File: src/rtl/led_ctrl_pkg.sv
// Shared definitions for the status LED scheduler.
// Contents: FSM state type, blink-code width, solid-on code, default timing constants
// and a small max helper used for sizing counters.
package led_ctrl_pkg;

  typedef enum logic [2:0] {
    StIdle,
    StSolid,
    StOn,
    StOff,
    StGap
  } led_state_e;

  localparam int unsigned CodeW = 4;
  localparam logic [CodeW-1:0] SolidCode = '0;

  localparam int unsigned DefClkFreqHz  = 50_000_000;
  localparam int unsigned DefTickHz     = 100;
  localparam int unsigned DefPulseTicks = 25;
  localparam int unsigned DefGapTicks   = 150;

  function automatic int unsigned max_u(int unsigned a, int unsigned b);
    return (a > b) ? a : b;
  endfunction

endpackage

File: src/rtl/led_tick_gen.sv
// Pattern time-base prescaler.
// Counts 0..DIV-1 and flags tick while the count sits at DIV-1, then wraps.
// Ports:
//   sys_clk  system clock
//   rst_n    asynchronous active-low reset
//   clr      synchronous clear back to 0 (used on every FSM state entry)
//   tick     high for one cycle every DIV cycles
module led_tick_gen #(
  parameter int unsigned DIV = 10
) (
  input  logic sys_clk,
  input  logic rst_n,
  input  logic clr,
  output logic tick
);

  localparam int unsigned CntW = $clog2(DIV);
  localparam logic [CntW-1:0] CntLast = CntW'(DIV - 1);

  logic [CntW-1:0] cnt_q;

  always_ff @(posedge sys_clk or negedge rst_n) begin
    if (!rst_n) begin
      cnt_q <= '0;
    end else if (clr || (cnt_q == CntLast)) begin
      cnt_q <= '0;
    end else begin
      cnt_q <= cnt_q + 1'b1;
    end
  end

  assign tick = (cnt_q == CntLast);

endmodule

File: src/rtl/led_status_sched.sv
// Status LED scheduler: shares one LED between NUM_REQ requesters.
// Fixed priority (bit 0 highest) picks an owner in IDLE; the FSM then plays either a
// solid-on indication (code 0) or an N-pulse blink code followed by a gap.
// Ports:
//   sys_clk  system clock
//   rst_n    asynchronous active-low reset
//   req      level request per requester
//   code     4-bit blink code per requester (nibble i for req[i]); 0 = solid on
//   grant    one-hot LED owner, zero when idle (registered)
//   busy     high whenever the FSM is not idle (registered)
//   led      LED drive (registered)
// Build option: define LED_ACTIVE_LOW_EN to invert led for active-low wiring
// (reset/idle level 1); grant, busy and all timing are unchanged.
module led_status_sched
  import led_ctrl_pkg::*;
#(
  parameter int unsigned CLK_FREQ_HZ = DefClkFreqHz,
  parameter int unsigned TICK_HZ     = DefTickHz,
  parameter int unsigned NUM_REQ     = 4,
  parameter int unsigned PULSE_TICKS = DefPulseTicks,
  parameter int unsigned GAP_TICKS   = DefGapTicks
) (
  input  logic                     sys_clk,
  input  logic                     rst_n,
  input  logic [NUM_REQ-1:0]       req,
  input  logic [CodeW*NUM_REQ-1:0] code,
  output logic [NUM_REQ-1:0]       grant,
  output logic                     busy,
  output logic                     led
);

  localparam int unsigned Div    = CLK_FREQ_HZ / TICK_HZ;
  localparam int unsigned IdxW   = $clog2(NUM_REQ);
  localparam int unsigned MaxLen = max_u(PULSE_TICKS, GAP_TICKS);
  localparam int unsigned PhW    = (MaxLen > 1) ? $clog2(MaxLen) : 1;
  localparam logic [PhW-1:0] PulseLast = PhW'(PULSE_TICKS - 1);
  localparam logic [PhW-1:0] GapLast   = PhW'(GAP_TICKS - 1);

`ifdef LED_ACTIVE_LOW_EN
  localparam logic LedOn = 1'b0;
`else
  localparam logic LedOn = 1'b1;
`endif
  localparam logic LedOff = ~LedOn;

  if ((Div < 2) || (Div * TICK_HZ != CLK_FREQ_HZ)) begin : gen_bad_div
    $error("CLK_FREQ_HZ/TICK_HZ must be an exact integer of at least 2");
  end
  if ((NUM_REQ < 2) || (NUM_REQ > 8)) begin : gen_bad_num_req
    $error("NUM_REQ must be in 2..8");
  end

  led_state_e           state_q, state_d;
  logic [IdxW-1:0]      owner_q, owner_d;
  logic [CodeW-1:0]     pulse_q, pulse_d;
  logic [PhW-1:0]       phase_q;
  logic                 tick, clr, phase_end, higher, abort;
  logic [IdxW-1:0]      win;
  logic [CodeW-1:0]     win_code;
  logic                 led_d, busy_d;
  logic [NUM_REQ-1:0]   grant_d;

  // Every state entry restarts the time base so each phase is exactly LEN*Div cycles.
  assign clr = (state_d != state_q);

  led_tick_gen #(
    .DIV (Div)
  ) u_tick_gen (
    .sys_clk (sys_clk),
    .rst_n   (rst_n),
    .clr     (clr),
    .tick    (tick)
  );

  // Lowest set index wins; the loop runs downwards so the last hit is the winner.
  always_comb begin
    win      = '0;
    win_code = '0;
    for (int i = int'(NUM_REQ) - 1; i >= 0; i--) begin
      if (req[i]) begin
        win      = IdxW'(i);
        win_code = code[i*CodeW +: CodeW];
      end
    end
  end

  always_comb begin
    higher = 1'b0;
    for (int i = 0; i < int'(NUM_REQ); i++) begin
      if ((i < int'(owner_q)) && req[i]) begin
        higher = 1'b1;
      end
    end
  end

  assign abort     = !req[owner_q];
  assign phase_end = tick && (phase_q == ((state_q == StGap) ? GapLast : PulseLast));

  // State register
  always_ff @(posedge sys_clk or negedge rst_n) begin
    if (!rst_n) begin
      state_q <= StIdle;
      owner_q <= '0;
      pulse_q <= '0;
      phase_q <= '0;
    end else begin
      state_q <= state_d;
      owner_q <= owner_d;
      pulse_q <= pulse_d;
      if (clr) begin
        phase_q <= '0;
      end else if (tick) begin
        phase_q <= phase_q + 1'b1;
      end
    end
  end

  // Next-state logic; an abort wins over a phase end in the same cycle.
  always_comb begin
    state_d = state_q;
    owner_d = owner_q;
    pulse_d = pulse_q;
    unique case (state_q)
      StIdle: begin
        if (|req) begin
          owner_d = win;
          if (win_code == SolidCode) begin
            state_d = StSolid;
          end else begin
            state_d = StOn;
            pulse_d = win_code;
          end
        end
      end
      StSolid: begin
        if (tick && (abort || higher)) state_d = StIdle;
      end
      StOn: begin
        if (abort) begin
          state_d = StIdle;
        end else if (phase_end) begin
          pulse_d = pulse_q - 1'b1;
          state_d = (pulse_q == 4'd1) ? StGap : StOff;
        end
      end
      StOff: begin
        if (abort) state_d = StIdle;
        else if (phase_end) state_d = StOn;
      end
      StGap: begin
        if (abort || phase_end) state_d = StIdle;
      end
      default: state_d = StIdle;
    endcase
  end

  // Output decode from the next state so the registered outputs track the state register.
  always_comb begin
    led_d   = ((state_d == StSolid) || (state_d == StOn)) ? LedOn : LedOff;
    busy_d  = (state_d != StIdle);
    grant_d = '0;
    if (state_d != StIdle) grant_d[owner_d] = 1'b1;
  end

  always_ff @(posedge sys_clk or negedge rst_n) begin
    if (!rst_n) begin
      led   <= LedOff;
      grant <= '0;
      busy  <= 1'b0;
    end else begin
      led   <= led_d;
      grant <= grant_d;
      busy  <= busy_d;
    end
  end

endmodule
File: config.mk
export PLATFORM = sky130hd
export DESIGN_NAME = led_status_sched
export DESIGN_NICKNAME = d
export VERILOG_FILES = /design/src/rtl/led_ctrl_pkg.sv /design/src/rtl/led_tick_gen.sv /design/src/rtl/led_status_sched.sv
export SDC_FILE = /design/constraint.sdc
export NUM_CORES = 1
export LEC_CHECK = 0
export BUFFER_PORTS_ARGS = -buffer_cell sky130_fd_sc_hd__buf_2
export CORE_UTILIZATION = 40
export CTS_BUF_LIST = sky130_fd_sc_hd__clkbuf_4 sky130_fd_sc_hd__clkbuf_8 sky130_fd_sc_hd__clkbuf_16
export CTS_CLUSTER_SIZE = 16
export DETAILED_ROUTE_END_ITERATION = 10
export PLACE_DENSITY = 0.57
export REMOVE_ABC_BUFFERS = 1
export SLEW_MARGIN = 0
export SYNTH_ARGS = -nofsm -noshare
export SYNTH_HDL_FRONTEND = slang
export SYNTH_SLANG_ARGS = --single-unit
File: constraint.sdc
create_clock -name sys_clk -period 3.4 [get_ports sys_clk]
set_input_delay 0 -clock sys_clk [delete_from_list [all_inputs] [get_ports sys_clk]]
set_output_delay 0 -clock sys_clk [all_outputs]
set_load 0.01 [all_outputs]
* Word-level counts from Yosys, hierarchy flattened
Index checks and enable logic that the tools add are counted.
Word-level totals: flip-flop bits (word level) 42, bits of input ports 22
Cells by class: $add $sub $neg 3, magnitude comparators 6, eq/ne operators 14, mux-type cells 38, reduce and logical (&&, ||, !) cells 18
Operators by type and width (number):
- $mux 4 | 9
- $mux 3 | 8
- $mux 8 | 3
- $add 19x1->19 const B | 1
- $eq 19x19->1 const B | 1
- $mux 19 | 1
- $pmux 3 s5 | 1
- $mux 2 | 7
- $eq 3x2->1 const B | 3
- $add 8x1->8 const B | 1
- $eq 8x8->1 | 1
- $ne 2x2->1 const B | 4
- $pmux 4 s2 | 1
- $eq 3x1->1 const B | 2
- $logic_and 1x1->1 | 6
- $lt 2x3->1 const B | 2
- $mux 1 | 6
- $reduce_and 5->1 | 1
- $eq 4x1->1 const B | 1
- $logic_not 4->1 | 1
- $logic_or 1x1->1 | 4
- $lt 1x2->1 const A | 2
- $reduce_bool 2->1 | 2
- $reduce_or 4->1 | 1
- 10 further kinds | 10

* Logic depth before layout (Yosys ltp)
Gate-level depths: netlist of run 1.
depth in word-level cells 12, gate-level depth with buffers 8

* By module
Synthesis of run 1 repeated with hierarchy kept, for this count alone.
Second synthesis, totals: cells, all modules 278, area total of the unflattened synthesis 2618.8 um^2
Modules (own cells, without submodules):
- led_status_sched | times used 1, cells each 176, area each 1639.1 um^2, seq. area each 575.6 um^2
- led_tick_gen | times used 1, cells each 102, area each 979.7 um^2, seq. area each 475.5 um^2

* Worst setup path before layout of run 1
OpenSTA, ideal clock, no wires.
path kind reg2reg, start register u_tick_gen.cnt_q[6], end register grant[0], arrival 2739 ps, required time 3254 ps, slack 515 ps, cell stages (with the launch flop) 7, clock period less this slack 2885 ps, path through dfrtp_1 or4b_4 or4_4 nor4_4 mux2_2 a211oi_2 a211oi_1
On the way: cells in the longest elaborated chain, start to end 7, elaborated cells between the ends (all ways) 13, those cells by class eq/ne (1); mux (8); reduce/logical (4)
RTL lines:
- from (decl) | line led_tick_gen.sv:20 | logic [CntW-1:0] cnt_q;
- from (signal assigned) | line led_tick_gen.sv:28 | cnt_q <= cnt_q + 1'b1;
- $eq 19x19->1 * | line led_tick_gen.sv:32 | assign tick = (cnt_q == CntLast);
- $logic_and 1x1->1 | line led_status_sched.sv:97 | assign phase_end = tick && (phase_q == ((state_q == StGap) ? GapLast : PulseLast));
- $mux 3, or another cell as far along | line led_status_sched.sv:148 | else if (phase_end) state_d = StOn;
- $mux 3 (on tied branches) | line led_status_sched.sv:147, led_status_sched.sv:139, led_status_sched.sv:151
- $pmux 3 s5 * | line led_status_sched.sv:123 | unique case (state_q)
- $reduce_bool 3->1 * | line led_status_sched.sv:162 | if (state_d != StIdle) grant_d[owner_d] = 1'b1;
- $mux 4 * | line led_status_sched.sv:162
- named net grant_d[0] | line led_status_sched.sv:61 | logic [NUM_REQ-1:0] grant_d;
- to (signal assigned) | line led_status_sched.sv:172 | grant <= grant_d;
- to (decl) | line led_status_sched.sv:27 | output logic [NUM_REQ-1:0] grant,
Mark *: on every way through the listed nets, which the timed path passes. The rest lies on a longest branch. A chain may end at the register's enable or synchronous reset.

* Worst setup path in the final report of run 1
Ends and elaborated chain as after synthesis.

==> results of run 1 <==
## timing repair
item                                    in CTS  in global routing
hold endpoints to repair                    42                  0
endpoints found under the setup margin       0                  0
hold buffers                                 1                  0
gates resized for setup                      0                  0
## logic make-up (layout without fill, tap and decap cells)
group	after synthesis	in the layout
compound gates	45	45
buf+inv	20	51
simple gates	128	128
mux	7	7
xor+xnor	24	24
fa+ha+maj	4	4
flops	42	42
## Yosys cell counts (all sizes together), types with 3 or more instances
cell type	count	area (um^2)
nor2	12	45.0
or2	4	25.0
inv	12	45.0
o21ai	7	35.0
nor3	35	287
dfrtp	42	1050
and3	6	40.0
nor2b	4	25.0
nor4	3	33.8
buf	4	37.5
a22oi	3	22.5
clkbuf	4	15.0
nand4	6	37.5
o22ai	4	25.0
nor3b	4	30.0
xor2	8	70.1
a21oi	8	40.0
ha	4	50.1
and2	3	18.8
a211oi	5	47.5
mux2i	4	40.0
nand2	32	120
xnor2	16	140
a31oi	4	31.3
nand3	5	25.0
## metal layers
| layer | GRT usage (%) | wire length [um] | vias to the layer above |
|---|---|---|---|
| li1 | - | - | 1048 |
| met1 | 25.6 | 2950 | 1015 |
| met2 | 26.2 | 2520 | 22 |
| met3 | 3.26 | 145 | 6 |
| met4 | 4.93 | 58 | 0 |
| met5 | 0 | 0 | - |
## worst paths after layout
kind                                            end  depth (start not counted)  slack, ps                 from
worst max-delay path                       grant[0]                          6        450  u_tick_gen.cnt_q[6]
min in group asynchronous                pulse_q[0]                          2        390                rst_n
worst min register to register           pulse_q[3]                          1        500           pulse_q[3]
worst min-delay path                     pulse_q[2]                          5        180             code[14]
max in group asynchronous       u_tick_gen.cnt_q[5]                          2       2420                rst_n
worst max register to register             grant[0]                          6        450  u_tick_gen.cnt_q[6]
## layout make-up
type	instances	area (um^2)	share of cell area [%]
Clock buffer	5	68.8	2.26
Clock inverter	3	68.8	2.26
Inverter	12	45.0	1.48
Multi-Input combinational cell	208	1520	50.0
Sequential cell	42	1050	34.5
Tap cell	77	96.3	3.17
Timing Repair Buffer	31	193	6.33
## power breakdown
part	leakage (nW)	switching [mW]	internal (mW)
sequential	0.541	0	0.499
combinational	0.719	0.0332	0.0236
clock	0.0683	0.179	0.294
## sequential cells by signal (all words and copies together), names as in the netlist
| signal | count |
|---|---|
| phase_q | 8 |
| led | 1 |
| grant | 4 |
| pulse_q | 4 |
| busy | 1 |
| state_q | 3 |
| owner_q | 2 |
| u_tick_gen.cnt_q | 19 |
## critical path, stage by stage (launching register included)
cell	delay [ps]
dfrtp_1	430
or4b_4	550
or4_4	550
nor4_4	310
mux2_2	370
a211oi_2	460
a211oi_1	140
==> metrics.md, run 1 <==
| Metric | Value |
|---|---|
| Status | complete, no violations |
| Synth Area in Compound Gates | 13.1% |
| Synth Area in Adders | 1.88% |
| Slew Limit Fails | 0 |
| Finished Core Util | 47.6% |
| 1st-iter DRT viols | 145 |
| Prevailing post-synth register cell | dfrtp_1 |
| Cell area after synthesis | 2670 um^2 |
| WP data arrival | 3110 ps |
| Synth Area in Simple Gates | 30.9% |
| Setup_tns | 0 ps |
| Placed insts | 369 |
| Area Growth Syn to Fin | 14.0% |
| Post-synthesis mux area share | 3.19% |
| Later-pin clock latency in the skew report | 300 ps |
| Final period utilization | 86.7% |
| Max Clock Freq | 339 MHz |
| Total routed wirelength | 5.67 mm |
| Sequential cell area fraction in the yosys report | 39.4% |
| Post-synth EDFFs | 0 |
| DR WL/cell | 15.0 um |
| Overflow after GRT | 0 |
| Routability cong. | 0.787 |
| Worst Slack Setup Final | 452 ps |
| Core Region | 6390 um^2 |
| Critical path capture point type | flop |
| Flops & latches, synth | 42 |
| CTS tree | built |
| Final min period | 2950 ps |
| DP Wirelength | 4.01 mm |
| Clock Sink Count | 42 |
| Maxcap violations | 0 |
| Width of the die | 83.7 um |
| Total number of vias | 2091 |
| Ys async rst share | 100% |
| Clock root buffer | clkbuf_8 |
| Final non-filler cell total | 378 |
| Rows | 29 |
| Worst setup SP type | flop |
| Final setup vio count | 0 |
| First-pass GRT wire length | 9.96 mm |
| Hold_ws | 177 ps |
| # IOs | 28 |
| DRC viols | 0 |
| Share of cells above drive strength 1 | 25.9% |
| Least-Margin Pin Slew | 945 ps |
| Maximum VDD drop | 197 uV |
| Final Hold Vio Count | 0 |
| DR pass1 iterations | 4 |
| Final ANT Viol Nets | 0 |
| Die Ht | 83.7 um |
| Static leakage | 1.33 nW |
| Crit Path Max Fanout | 7 |
| Warnings from Yosys | 0 |
| Largest family of logic cells by synthesized area | simple AND/OR/NAND/NOR gates |
| H-tree depth | 2 |
| Netlist cell types | 57 |
| Number of global-route vias before repair | 2071 |
| RSZ-0062 raised after global routing | false |
| PwrDens | 338 nW/um^2 |
| ANT cells | 0 |
| Most frequent cells in the layout | dfrtp_1, nand2_1, buf_2, nor3_2, xnor2_1 |
| Critical Path RT | 3560 ps |
| Starting Density | 41.8% |
| Commonest non-fill, non-tap cell in the layout | dfrtp_1 |
| Largest net degree at the start of global routing | 43 |
| Tot Pwr | 1.03 mW |
| Vias per cell | 5.53 |
| Initial antenna violation count | 0 |
| Post-synthesis xor/xnor area fraction | 7.88% |
| Design Area, Final | 3040 um^2 |
| Post-CTS Setup Bufs | 0 |
| WS Path Type | flop to flop |
| Fill count | 628 |
| Clock Tree Buf Depth | 2 |
| Worst Skew | 9.89 ps |
| Die ar. | 7000 um^2 |
| Hold WC Path Type | primary input to flop |
| Overall routing resource usage | 17.4% |
| PortBufs | 27 |
| DP Worst Slack | 428 ps |
| Cell count after synthesis | 270 |
| Cell Area, Placed | 2900 um^2 |
| Net count, final | 326 |
| CTS buffer count | 5 |
| Post-Syn Area per Cell | 9.88 um^2 |
| Worst-path clk slew | 90 ps |
| Rel. slew slack | 37.0% |
(Power assumes the default switching activity.)
==> run 2, diff against run 1 <==
==> constraint.sdc (replaced) <==
create_clock -name sys_clk -period 3.4 [get_ports sys_clk]
set_input_delay 0.17 -clock sys_clk [delete_from_list [all_inputs] [get_ports sys_clk]]
set_output_delay 0.17 -clock sys_clk [all_outputs]
set_load 0.01 [all_outputs]
==> metrics.md, run 2 (synthesis gave the netlist of run 1 again) <==
| Metric | Value |
|---|---|
| Overall routing resource usage | 17.4% (unchanged) |
| Final setup vio count | 0 (unchanged) |
| Clock Sink Count | 42 (unchanged) |
| Hold WC Path Type | primary input to async pin |
| Die ar. | 7000 um^2 (unchanged) |
| Final non-filler cell total | 377 (-0.26%) |
| Maxcap violations | 0 (unchanged) |
| Final Hold Vio Count | 0 (unchanged) |
| Core Region | 6390 um^2 (unchanged) |
| Crit-path cells | or4b_4 -> or4_4 -> nor4_4 -> mux2_2 -> a211oi_2 -> a211oi_1 |
| Status | complete, no violations |
| Initial antenna violation count | 0 (unchanged) |
| RSZ-0062 raised after global routing | false |
| Slew Limit Fails | 0 (unchanged) |
| Hold_buf cts | 0 (-1) |
| Most frequent cells in the layout | dfrtp_1, nand2_1, buf_2, nor3_2, xnor2_1 |
| Area Growth Syn to Fin | 13.6% |
| Later-pin clock latency in the skew report | 300 ps (about the same) |
| Post-CTS Setup Bufs | 0 (unchanged) |
| Area occupied by multi-input gates | 1520 um^2 (unchanged) |
| Post-cts resize count | 0 (unchanged) |
| 1st-iter DRT viols | 125 (-14%) |
| First-pass GRT wire length | 9.96 mm (unchanged) |
| Total number of vias | 2090 (-0.048%) |
| Largest regs | u_tick_gen.cnt_q x19, phase_q x8 |
| Crit-path max cell delay | 550 ps (about the same) |
| PwrDens | 339 nW/um^2 (+0.33%) |
| Final period utilization | 86.7% (about the same) |
| Crit Path Max Fanout | 7 (unchanged) |
| ANT cells | 0 (unchanged) |
| CP Buf/Inv Count | 0 (unchanged) |
| Placed insts | 369 (unchanged) |
| Most flops, register | u_tick_gen.cnt_q |
| Clock Tree Buf Depth | 2 (unchanged) |
| Rows | 29 (unchanged) |
| Critical path capture point type | flop |
| WP data arrival | 3110 ps (about the same) |
| Net count, final | 325 (-0.31%) |
| Critical Path RT | 3560 ps (about the same) |
| H-tree depth | 2 (unchanged) |
| Register Area | 1050 um^2 (unchanged) |
| Final ANT Viol Nets | 0 (unchanged) |
| Width of the die | 83.7 um (unchanged) |
| Worst-path clk slew | 90 ps (about the same) |
| DP Wirelength | 4.01 mm (unchanged) |
| Maximum VDD drop | 198 uV (+0.63%) |
| Routability cong. | 0.787 (unchanged) |
| Share of cells above drive strength 1 | 26.0% (+0.086 points) |
| Die Ht | 83.7 um (unchanged) |
| DR pass1 iterations | 4 (unchanged) |
| DRC viols | 0 (unchanged) |
| Largest register FFs | 19 (unchanged) |
| PortBufs | 27 (unchanged) |
| Setup_tns | 0 ps (unchanged) |
| Worst Skew | 10.4 ps (+0.554 ps) |
| CTS buffer count | 5 (unchanged) |
| Starting Density | 41.8% (unchanged) |
| Total routed wirelength | 5.67 mm (unchanged) |
| WS Path Type | flop to flop |
| DR WL/cell | 15.0 um (+0.27%) |
| Commonest non-fill, non-tap cell in the layout | dfrtp_1 |
| Max Clock Freq | 339 MHz (about the same) |
| Final min period | 2950 ps (-2.00 ps) |
| Largest net degree at the start of global routing | 43 (unchanged) |
| Number of global-route vias before repair | 2071 (unchanged) |
| Least-Margin Pin Slew | 941 ps (-3.79 ps) |
| Fill count | 629 (+0.16%) |
| Worst setup SP type | flop |
| Vias per cell | 5.54 (+0.22%) |
| Critical-path top delay cell | or4b_4 |
| Top Family by Delay on Critical Path | simple AND/OR/NAND/NOR gates |
| # IOs | 28 (unchanged) |
| Rel. slew slack | 37.3% (+0.25 points) |
| R2r setup slk | 450 ps (about the same) |
| Clock root buffer | clkbuf_8 |
| Static leakage | 1.32 nW (-0.31%) |
| Overflow after GRT | 0 (unchanged) |
| CTS tree | built |
[run 2: cell type report]
class,instances,area share (%)
timing repair buffer,30,6.02
tap,77,3.18
sequential,42,34.7
multi-input combinational,208,50.1
clock buffer,5,2.27
inverter,12,1.49
clock inverter,3,2.27
[run 2: stage by stage]
stage          util (%)  instance area [um^2]  power, mW  hold slack (ps)  setup WS [ps]
6_report           47.5                  3030       1.03             16.4            454
5_1_grt            47.5                  3030       1.07             98.1            250
4_1_cts            47.5                  3030       1.04             56.8            422
3_5_place_dp       45.3                  2900      0.565              381            428
3_3_place_gp       45.3                  2900      0.565              381            493
2_1_floorplan         -                  2620      0.534             -126            289
[run 2: power breakdown]
group          internal [mW]  total, mW  leakage [nW]  switching [mW]
clock network          0.294      0.475        0.0683           0.180
logic                 0.0229     0.0559         0.714          0.0330
registers              0.499      0.499         0.541               0
total                  0.816       1.03          1.32           0.213
[run 2: worst paths after layout]
kind,from,endpoint,cells after the start
setup / recovery,u_tick_gen.cnt_q[6],grant[0],6
hold / removal,rst_n,state_q[2],1
setup reg to reg,u_tick_gen.cnt_q[6],grant[0],6
hold reg to reg,pulse_q[3],pulse_q[3],1
max in group asynchronous,rst_n,u_tick_gen.cnt_q[5],1
min in group sys_clk,code[14],pulse_q[2],5
[run 2: routing by layer]
layer  track usage [%]  vias to the layer above  wire (um)
li1                  -                     1045          -
met1              25.6                     1017       2950
met2              26.2                       22       2510
met3              3.26                        6        146
met4              4.93                        0         58
met5                 0                        -          0
